### config.mk
export PLATFORM = sky130hd
export DESIGN_NAME = sseg_scroll
export DESIGN_NICKNAME = d
export VERILOG_FILES = /design/src/rtl/sseg_pkg.sv /design/src/rtl/hex_to_sseg.sv /design/src/rtl/sseg_scroll.sv
export SDC_FILE = /design/constraint.sdc
export NUM_CORES = 1
export LEC_CHECK = 0
export CORE_UTILIZATION = 50
export CTS_BUF_LIST = sky130_fd_sc_hd__clkbuf_8
export DETAILED_ROUTE_END_ITERATION = 16
export HOLD_SLACK_MARGIN = 0.02
export PLACE_DENSITY = 0.67
export SYNTH_ARGS = -nofsm -noshare
export SYNTH_HDL_FRONTEND = slang
export SYNTH_HIERARCHICAL = 1
export SYNTH_SLANG_ARGS = --single-unit
### constraint.sdc
create_clock -name clk -period 5.8 [get_ports clk]
set_clock_uncertainty 0.15 [all_clocks]
set_input_delay 0.58 -clock clk [delete_from_list [all_inputs] [get_ports clk]]
set_output_delay 0.58 -clock clk [all_outputs]
set_load 0.02 [all_outputs]
### src/rtl/sseg_pkg.sv
// rtl/sseg_pkg.sv - shared constants, entry record and state encoding for the scrolling display
package sseg_pkg;

  localparam int         MSG_DEPTH  = 16;
  localparam int         NUM_DIGITS = 8;
  localparam logic [7:0] SEG_BLANK  = 8'hFF;

  // One message entry as written by the host
  typedef struct packed {
    logic       blank;
    logic       dp;
    logic [3:0] hex;
  } entry_t;

  typedef enum logic [1:0] {
    ST_IDLE   = 2'd0,
    ST_STATIC = 2'd1,
    ST_SCROLL = 2'd2
  } state_e;

  // Display mode implied by a message length
  function automatic state_e state_for_len(input logic [4:0] len);
    if (len == 5'd0) begin
      return ST_IDLE;
    end else if (len <= 5'(NUM_DIGITS)) begin
      return ST_STATIC;
    end else begin
      return ST_SCROLL;
    end
  endfunction

endpackage

### src/rtl/hex_to_sseg.sv
// rtl/hex_to_sseg.sv - combinational entry to active-low segment byte decoder
module hex_to_sseg
  import sseg_pkg::*;
(
  input  entry_t     entry_i,
  output logic [7:0] seg_o
);

  logic [6:0] seg7;

  // Active-low gfedcba pattern; a blank entry lights no segment but keeps its dp
  always_comb begin
    seg7 = 7'h7F;
    if (!entry_i.blank) begin
      case (entry_i.hex)
        4'h0: seg7 = 7'b1000000;
        4'h1: seg7 = 7'b1111001;
        4'h2: seg7 = 7'b0100100;
        4'h3: seg7 = 7'b0110000;
        4'h4: seg7 = 7'b0011001;
        4'h5: seg7 = 7'b0010010;
        4'h6: seg7 = 7'b0000010;
        4'h7: seg7 = 7'b1111000;
        4'h8: seg7 = 7'b0000000;
        4'h9: seg7 = 7'b0010000;
        4'hA: seg7 = 7'b0001000;
        4'hB: seg7 = 7'b0000011;
        4'hC: seg7 = 7'b1000110;
        4'hD: seg7 = 7'b0100001;
        4'hE: seg7 = 7'b0000110;
        4'hF: seg7 = 7'b0001110;
      endcase
    end
    seg_o = {~entry_i.dp, seg7};
  end

endmodule

### src/rtl/sseg_scroll.sv
// rtl/sseg_scroll.sv - 16-entry message buffer shown on 8 digits, scrolling when longer than 8 (blank gap: SSEG_SCROLL_GAP_EN)
module sseg_scroll
  import sseg_pkg::*;
#(
  parameter int TICK_DIV = 25_000_000
) (
  input  logic       clk,
  input  logic       rst,
  input  logic       clr,
  input  logic       wr_valid,
  output logic       wr_ready,
  input  logic [3:0] wr_hex,
  input  logic       wr_dp,
  input  logic       wr_blank,
  input  logic       pause,
  output logic [7:0] dig7,
  output logic [7:0] dig6,
  output logic [7:0] dig5,
  output logic [7:0] dig4,
  output logic [7:0] dig3,
  output logic [7:0] dig2,
  output logic [7:0] dig1,
  output logic [7:0] dig0,
  output logic [4:0] msg_len
);

  localparam int                TICK_W    = $clog2(TICK_DIV);
  localparam logic [TICK_W-1:0] TICK_LAST = TICK_W'(TICK_DIV - 1);
  localparam logic [4:0]        DEPTH     = 5'(MSG_DEPTH);

  entry_t            msg_q [MSG_DEPTH];
  logic [4:0]        len_q, len_d;
  logic [4:0]        start_q, start_d;
  logic [TICK_W-1:0] tick_q, tick_d;
  state_e            state_q, state_d;
  logic [7:0]        dig_q [NUM_DIGITS];

  logic              wr_fire;
  logic [4:0]        period_w;
  logic [4:0]        pos_w  [NUM_DIGITS];
  logic              show_w [NUM_DIGITS];
  entry_t            ent_w  [NUM_DIGITS];
  logic [7:0]        seg_w  [NUM_DIGITS];

  // Write handshake, next length/mode and scroll pointer advance
  always_comb begin
    wr_ready = !rst && !clr && (len_q < DEPTH);
    wr_fire  = wr_valid && wr_ready;
    len_d    = clr ? 5'd0 : len_q + 5'(wr_fire);
    state_d  = state_for_len(len_d);
`ifdef SSEG_SCROLL_GAP_EN
    period_w = len_q + 5'(NUM_DIGITS);
`else
    period_w = len_q;
`endif
    start_d  = start_q;
    tick_d   = tick_q;
    if ((state_d != ST_SCROLL) || (state_q != ST_SCROLL)) begin
      // Outside scrolling, or just entering it: the window restarts at entry 0
      start_d = 5'd0;
      tick_d  = '0;
    end else if (!pause) begin
      if (tick_q == TICK_LAST) begin
        tick_d  = '0;
        start_d = ((start_q + 5'd1) >= period_w) ? 5'd0 : start_q + 5'd1;
      end else begin
        tick_d  = tick_q + 1'b1;
      end
    end
  end

  // Buffer position shown on each digit; positions past the message stay dark
  always_comb begin
    for (int k = 0; k < NUM_DIGITS; k++) begin
      pos_w[k] = 5'(k);
      if (state_q == ST_SCROLL) begin
        pos_w[k] = start_q + 5'(k);
        if (pos_w[k] >= period_w) begin
          pos_w[k] = pos_w[k] - period_w;
        end
      end
      show_w[k] = (state_q != ST_IDLE) && (pos_w[k] < len_q);
    end
  end

  for (genvar k = 0; k < NUM_DIGITS; k++) begin : g_dec
    assign ent_w[k] = msg_q[pos_w[k][3:0]];
    hex_to_sseg u_dec (
      .entry_i (ent_w[k]),
      .seg_o   (seg_w[k])
    );
  end

  // Message storage needs no reset: a zero length hides every stored entry
  always_ff @(posedge clk) begin
    if (wr_fire) begin
      msg_q[len_q[3:0]] <= '{blank: wr_blank, dp: wr_dp, hex: wr_hex};
    end
  end

  // Mode FSM, scroll pointer/timer and registered digit outputs
  always_ff @(posedge clk) begin
    if (rst) begin
      len_q   <= 5'd0;
      start_q <= 5'd0;
      tick_q  <= '0;
      state_q <= ST_IDLE;
      for (int k = 0; k < NUM_DIGITS; k++) begin
        dig_q[k] <= SEG_BLANK;
      end
    end else begin
      len_q   <= len_d;
      start_q <= start_d;
      tick_q  <= tick_d;
      state_q <= state_d;
      for (int k = 0; k < NUM_DIGITS; k++) begin
        dig_q[k] <= show_w[k] ? seg_w[k] : SEG_BLANK;
      end
    end
  end

  assign dig7    = dig_q[0];
  assign dig6    = dig_q[1];
  assign dig5    = dig_q[2];
  assign dig4    = dig_q[3];
  assign dig3    = dig_q[4];
  assign dig2    = dig_q[5];
  assign dig1    = dig_q[6];
  assign dig0    = dig_q[7];
  assign msg_len = len_q;

endmodule
# [Word level (Yosys, flattened, before mapping)]
# Memory sizes are Yosys's and may differ from the RTL's.
# Index checks and enable logic that the tools add are counted.
[totals] elab_cells=138 mem_count=10 mem_bits_rw=160 mem_bits_ro=896 register_bits=37 in_bits=11
[mem_list] name="(name not given)" depth=16 word_bits=7 rd=1 rd_clocked_by_memory_dff=0 write_ports=0 line_no="hex_to_sseg.sv:15" rtl="case (entry_i.hex)"
[mem_list] name="(name not given)" depth=16 word_bits=7 rd=1 rd_clocked_by_memory_dff=0 write_ports=0 line_no="hex_to_sseg.sv:15"
[mem_list] name="(name not given)" depth=16 word_bits=7 rd=1 rd_clocked_by_memory_dff=0 write_ports=0 line_no="hex_to_sseg.sv:15"
[mem_list] name="(name not given)" depth=16 word_bits=7 rd=1 rd_clocked_by_memory_dff=0 write_ports=0 line_no="hex_to_sseg.sv:15"
[mem_list] name="(name not given)" depth=16 word_bits=7 rd=1 rd_clocked_by_memory_dff=0 write_ports=0 line_no="hex_to_sseg.sv:15"
[mem_list] name="(name not given)" depth=16 word_bits=7 rd=1 rd_clocked_by_memory_dff=0 write_ports=0 line_no="hex_to_sseg.sv:15"
[mem_list] name="4 more memories"
[classes] eq_ne=4 bitwise_logic=17 n_addsub=17 n_reduce_logical=18 n_lt_le_gt_ge=18 mux=50
[op_table] cell="2-to-1 mux 8 bit" n=16
[op_table] cell="2-to-1 mux 5 bit" n=18
[op_table] cell="2-to-1 mux 7 bit" n=8
[op_table] cell="greater-or-equal comparator 5 bit" n=8
[op_table] cell="< comparator 5 bit" n=8
[op_table] cell="subtractor 5 bit" n=8
[op_table] cell="adder 25 x 1 -> 25 bit (second input constant)" n=1
[op_table] cell="equality test 25 bit (second input constant)" n=1
[op_table] cell="2-to-1 mux 25 bit" n=1
[op_table] cell="adder 5 x 3 -> 5 bit (second input constant)" n=4
[op_table] cell="logical AND 1 bit" n=11
[op_table] cell="adder 5 x 2 -> 5 bit (second input constant)" n=2
[op_table] cell="NOT 1 bit" n=9
[op_table] cell="OR 1 bit" n=8
[op_table] cell="adder 5 x 1 -> 5 bit" n=1
[op_table] cell="adder 5 x 1 -> 5 bit (second input constant)" n=1
[op_table] cell="less-or-equal comparator 5 x 4 -> 1 bit (second input constant)" n=1
[op_table] cell="logical NOT 5 bit" n=1
[op_table] cell="< comparator 5 bit (second input constant)" n=1
[op_table] cell="2-to-1 mux 1 bit" n=5
[op_table] cell="2-to-1 mux 2 bit" n=2
[op_table] cell="inequality test 2 bit (second input constant)" n=2
[op_table] cell="equality test 2 bit (second input constant)" n=1
[op_table] cell="logical NOT 1 bit" n=2
[op_table] cell="4 further kinds" n=4

# [Depth between registers and ports, before layout]
[depth] word_depth=12 ltp_mapped=22 depth_no_buf=20

# [Cells and area by module]
# Netlist, hierarchy kept.
[modules_own_cells] mod="sseg_scroll" cells_per_inst=1868 n_inst=1 area_each_um2=16519.6
[modules_own_cells] mod="hex_to_sseg at g_dec[0].u_dec ..." cells_per_inst=36 n_inst=4 area_each_um2=302.8
[modules_own_cells] mod="hex_to_sseg at g_dec[1].u_dec ..." cells_per_inst=36 n_inst=4 area_each_um2=299.0

# [Worst setup path before layout]
# OpenSTA, ideal clock, no wires.
[synth_timing] path_type="reg-to-reg" startpoint="reg start_q[1]" endpoint="mem dig_q[7][1], in the netlist dig_q[1][25]" required_time_ns=5.516 arrival_ns=5.122 path_stages_with_launch=21 path_slack_ns=0.394 path_buffers=3 period_less_slack_ns=5.406 setup_ns=0.134 cell_sequence="dfxtp_1 clkbuf_1 inv_1 ha_1 inv_1 ha_1 nand4b_1 nand2_1 o22ai_2 nand3_1 o21ai_1 buf_4 buf_2 mux2i_1 o22ai_1 or4_1 inv_1 ha_1 or2_2 a311o_1 or4_1"
[synth_rtl] element="start, declared" line_no="sseg_scroll.sv:33" rtl="logic [4:0] start_q, start_d;"
[synth_rtl] element="start signal, assigned" line_no="sseg_scroll.sv:113" rtl="start_q <= start_d;"
[synth_rtl] element="end, declared" line_no="sseg_scroll.sv:36" rtl="logic [7:0] dig_q [NUM_DIGITS];"

==> summary.md <==
| Metric | Value |
|---|---|
| Outcome | complete, no violations |
| Vias in the first global route | about 16000 |
| Ratio of cells with drive above 1 in the final layout | 10.17% |
| Num Clock Sinks | about 200 |
| Drc violations | 0 |
| DR vias | between 15000 and 20000 |
| Leading area contributor after synthesis | mux2i_1 |
| Library cells used by synthesis | 93 |
| Ys async rst share | 0% |
| Die Y | slightly below 200 µm |
| HP Class | reg2reg |
| Peak VDD IR | between 150 and 200 µV |
| Crit-path max cell delay | approximately 480 ps |
| Fin nets | 2320 |
| DR WL/cell | roughly 25 µm |
| Delay-heaviest family, CP | simple AND/OR/NAND/NOR gates |
| Sequential area share after synthesis | between 20 and 30% |
| Main synth FF type | dfxtp_1 |
| Post-Synth Simple-Gate Area | 18.53% |
| Slew Limit Fails | 0 |
| Mapped Nets | around 2300 |
| Drt via density | between 6 and 7 |
| Power density cells | between 100 and 150 nW/µm² |
| Post-synth top area share | roughly a fifth |
| CP Capture Type | flip-flop |
| Synth area leaders | mux2i_1 19%, edfxtp_1 15%, dfxtp_1 11%, ha_1 8.9%, nand2_1 5.0% |
| Deepest clock path buffer count | 2 |
| Post-Syn Area | roughly 19000 µm² |
| Crit-path max FO | 14 |
| Clock Root Buffer | clkbuf_8 |
| Fin. Hold Viols | 0 |
| DRT antenna net count | 0 |
| Crit path top cell by count | ha_1 |
| Reg clk slew, reported paths | 120 ps |
| Post-Synth Adder-Cell Area | under 10% |
| First-pass DRT Iterations | 6 |
| Gpl congestion | a little under 1 |
| N_diodes | 0 |
| Slowest cell on crit path | mux2i_4 |
| Compound-Gate Fraction of Synth Area | between 10% and 20% |
| DRT iter0 DRCs | 2145 |
| Row cnt | 70 |
| Pre-CTS WS | around 280 ps |
| RSZ-0062 raised after global routing | false |
| Ports | 81 |
| Buf+Inv Stages, Crit Path | 4 |
| EDFF count, synth | 96 |
| Synth warnings | 6 |
| Critical Path RT | ~6100 ps |
| Die area | around 39000 µm² |
| Post-DP HPWL | 47.59 mm |
| Most frequent cells in the layout | 361 x mux2i_1, 254 x nand2_1, 160 x nor2_1 |
| GRT overflow | 0 |
| Final worst slack | about 290 ps |
| Syn_area_per_cell | around 9 µm² |
| Worst-case hold slack | about 380 ps |
| Worst Max-Slew Pin Slew | 1348 ps |
| Seq cells post-synth | roughly 200 |
| Main combinational cell family by area after synthesis | multiplexers |
| Final WL | between 60 and 70 mm |
| CTS buffer count | 17 |
| Slew headroom | under 10% |
| Worst Path Arrival | roughly 5800 ps |
| First-pass GRT wire length | 99.82 mm |
| Most common cell after layout, fill and taps aside | mux2i_1 |
| Largest net degree at the start of global routing | 50 |
| H-tree levels | 4 |
| IO Port Bufs | 80 |
| Setup TNS Final | 0 ps |
| Fin crit period | about 5500 ps |
| Mux share of post-synthesis cell area | 22.52% |
| Fin crit share | 95.05% |
| Worst-skew pair later-pin latency | roughly 530 ps |
| Max Clock Freq | about 180 MHz |
| Pleak | around 7.9 nW |
| Critical-path cell list | buf_4 -> ha_1 -> xor2_1 -> inv_1 -> ha_1 -> and4b_1 -> nor3_2 -> a21oi_2 -> mux2i_4 -> buf_4 -> mux2i_1 -> o22ai_1 -> a211oi_1 -> nand2_1 -> inv_1 -> ha_1 -> or2_2 -> a311o_1 -> nand2b_1 |
| Area Overhead vs Synth | 9.301% |
| CTS tree | done |
| All-layer global routing usage | 34.21% |
| Final setup fails | 0 |
| Starting Density | 51.21% |
| Max-cap violations | 0 |
| Core ar. | between 30000 and 40000 µm² |
| Cell count after synthesis | 2156 |
| CP Launch Type | flip-flop |
| XOR/XNOR share of the synthesized area | under 10% |
| Initial antenna violation count | 1 |
| Crit Path Class | reg2reg |
| Die Wd | slightly below 200 µm |
[final timing paths]
check                   from           to  slack (ps)  cells after the start
setup / recovery  start_q[1]  dig_q[1][9]         290                     19
hold / removal    tick_q[24]   tick_q[24]         380                      2
setup reg to reg  start_q[1]  dig_q[1][9]         290                     19
hold reg to reg   tick_q[24]   tick_q[24]         380                      2
[worst register-to-register path, cell delays in order (launching register included)]
cell and delay [ps]:
dfxtp_1 360, buf_4 230, ha_1 250, xor2_1 250, inv_1 120, ha_1 370, and4b_1 260, nor3_2 70
a21oi_2 340, mux2i_4 480, buf_4 360, mux2i_1 250, o22ai_1 110, a211oi_1 260, nand2_1 280, inv_1 230
ha_1 260, or2_2 310, a311o_1 310, nand2b_1 130
[cells in the mapped netlist, drive strengths merged (12+ instances only)]
cell      n
mux4     12
nand2   258
xor2     28
xnor2    31
nand2b   52
a22oi    13
nand3    58
clkbuf   83
nor4     15
and3     14
or2      49
edfxtp   96
or4      18
a32oi    28
mux2     25
nor3     44
o21ai    39
a221o    16
a21o     13
nor2b    23
inv      68
nor2    162
a211oi   23
ha      135
dfxtp   101
o21a     14
a21oi    95
o22ai    53
a32o     12
mux2i   367
buf      81
o211ai   18
[layer usage]
layer / GRT usage (%) / wire (µm)
met5: 0 / 17
met4: 17.19 / 3364
met1: 44.91 / 26760
met2: 53.61 / 29400
met3: 6.605 / 6482
[logic make-up after synthesis]
logic type / count (synthesis)
AND/OR/NAND/NOR: 732
multiplexers: 404
AO/OA/AOI/OAI: 392
buffers and inverters: 233
flip-flops: 197
adder cells (fa/ha/maj): 139
XOR/XNOR: 59
[power breakdown]
| group | internal [mW] | switching [mW] | leakage (nW) |
|---|---|---|---|
| sequential | 1.46 | 0.00616 | 1.68 |
| clock | 0.409 | 0.595 | 0.221 |
| combinational | 0.0197 | 0.0315 | 6.05 |
| total | 1.89 | 0.632 | 7.95 |
[cell type report]
class,count,area (µm²)
inverter,69,260.3
clock inverter,15,209.0
multi-input combinational,1726,12990
fill,3300,16270
timing repair buffer,159,1456
tap,504,630.6
sequential,197,4905
clock buffer,17,234.0
[metrics by stage]
stage / instance area, µm² / util, % / cells / power [mW]
finish: 20690 / 55.97 / 2687 / 2.519
CTS: 20590 / 55.72 / 2679 / 2.536
detailed placement: 20150 / 54.52 / 2647 / 1.546
floorplan: 18930 / - / 2156 / 1.517
global placement: 20150 / 54.52 / 2647 / 1.544
global route: 20690 / 55.97 / 2687 / 2.597
[registers in the layout, summed over array words and instances (netlist names)]
signal,cells
dig_q,64
msg_len,5
msg_q,96
start_q,5
state_q,2
tick_q,25
[repair_timing]
action | 4_1_cts | 5_1_grt
setup buffers | 0 | 8
hold endpoints to repair | 0 | 0
gates resized for setup | 0 | 3
hold buffers | 0 | 0
endpoints found under the setup margin | 0 | 4
Note: power is estimated with default switching activity, not from simulation.
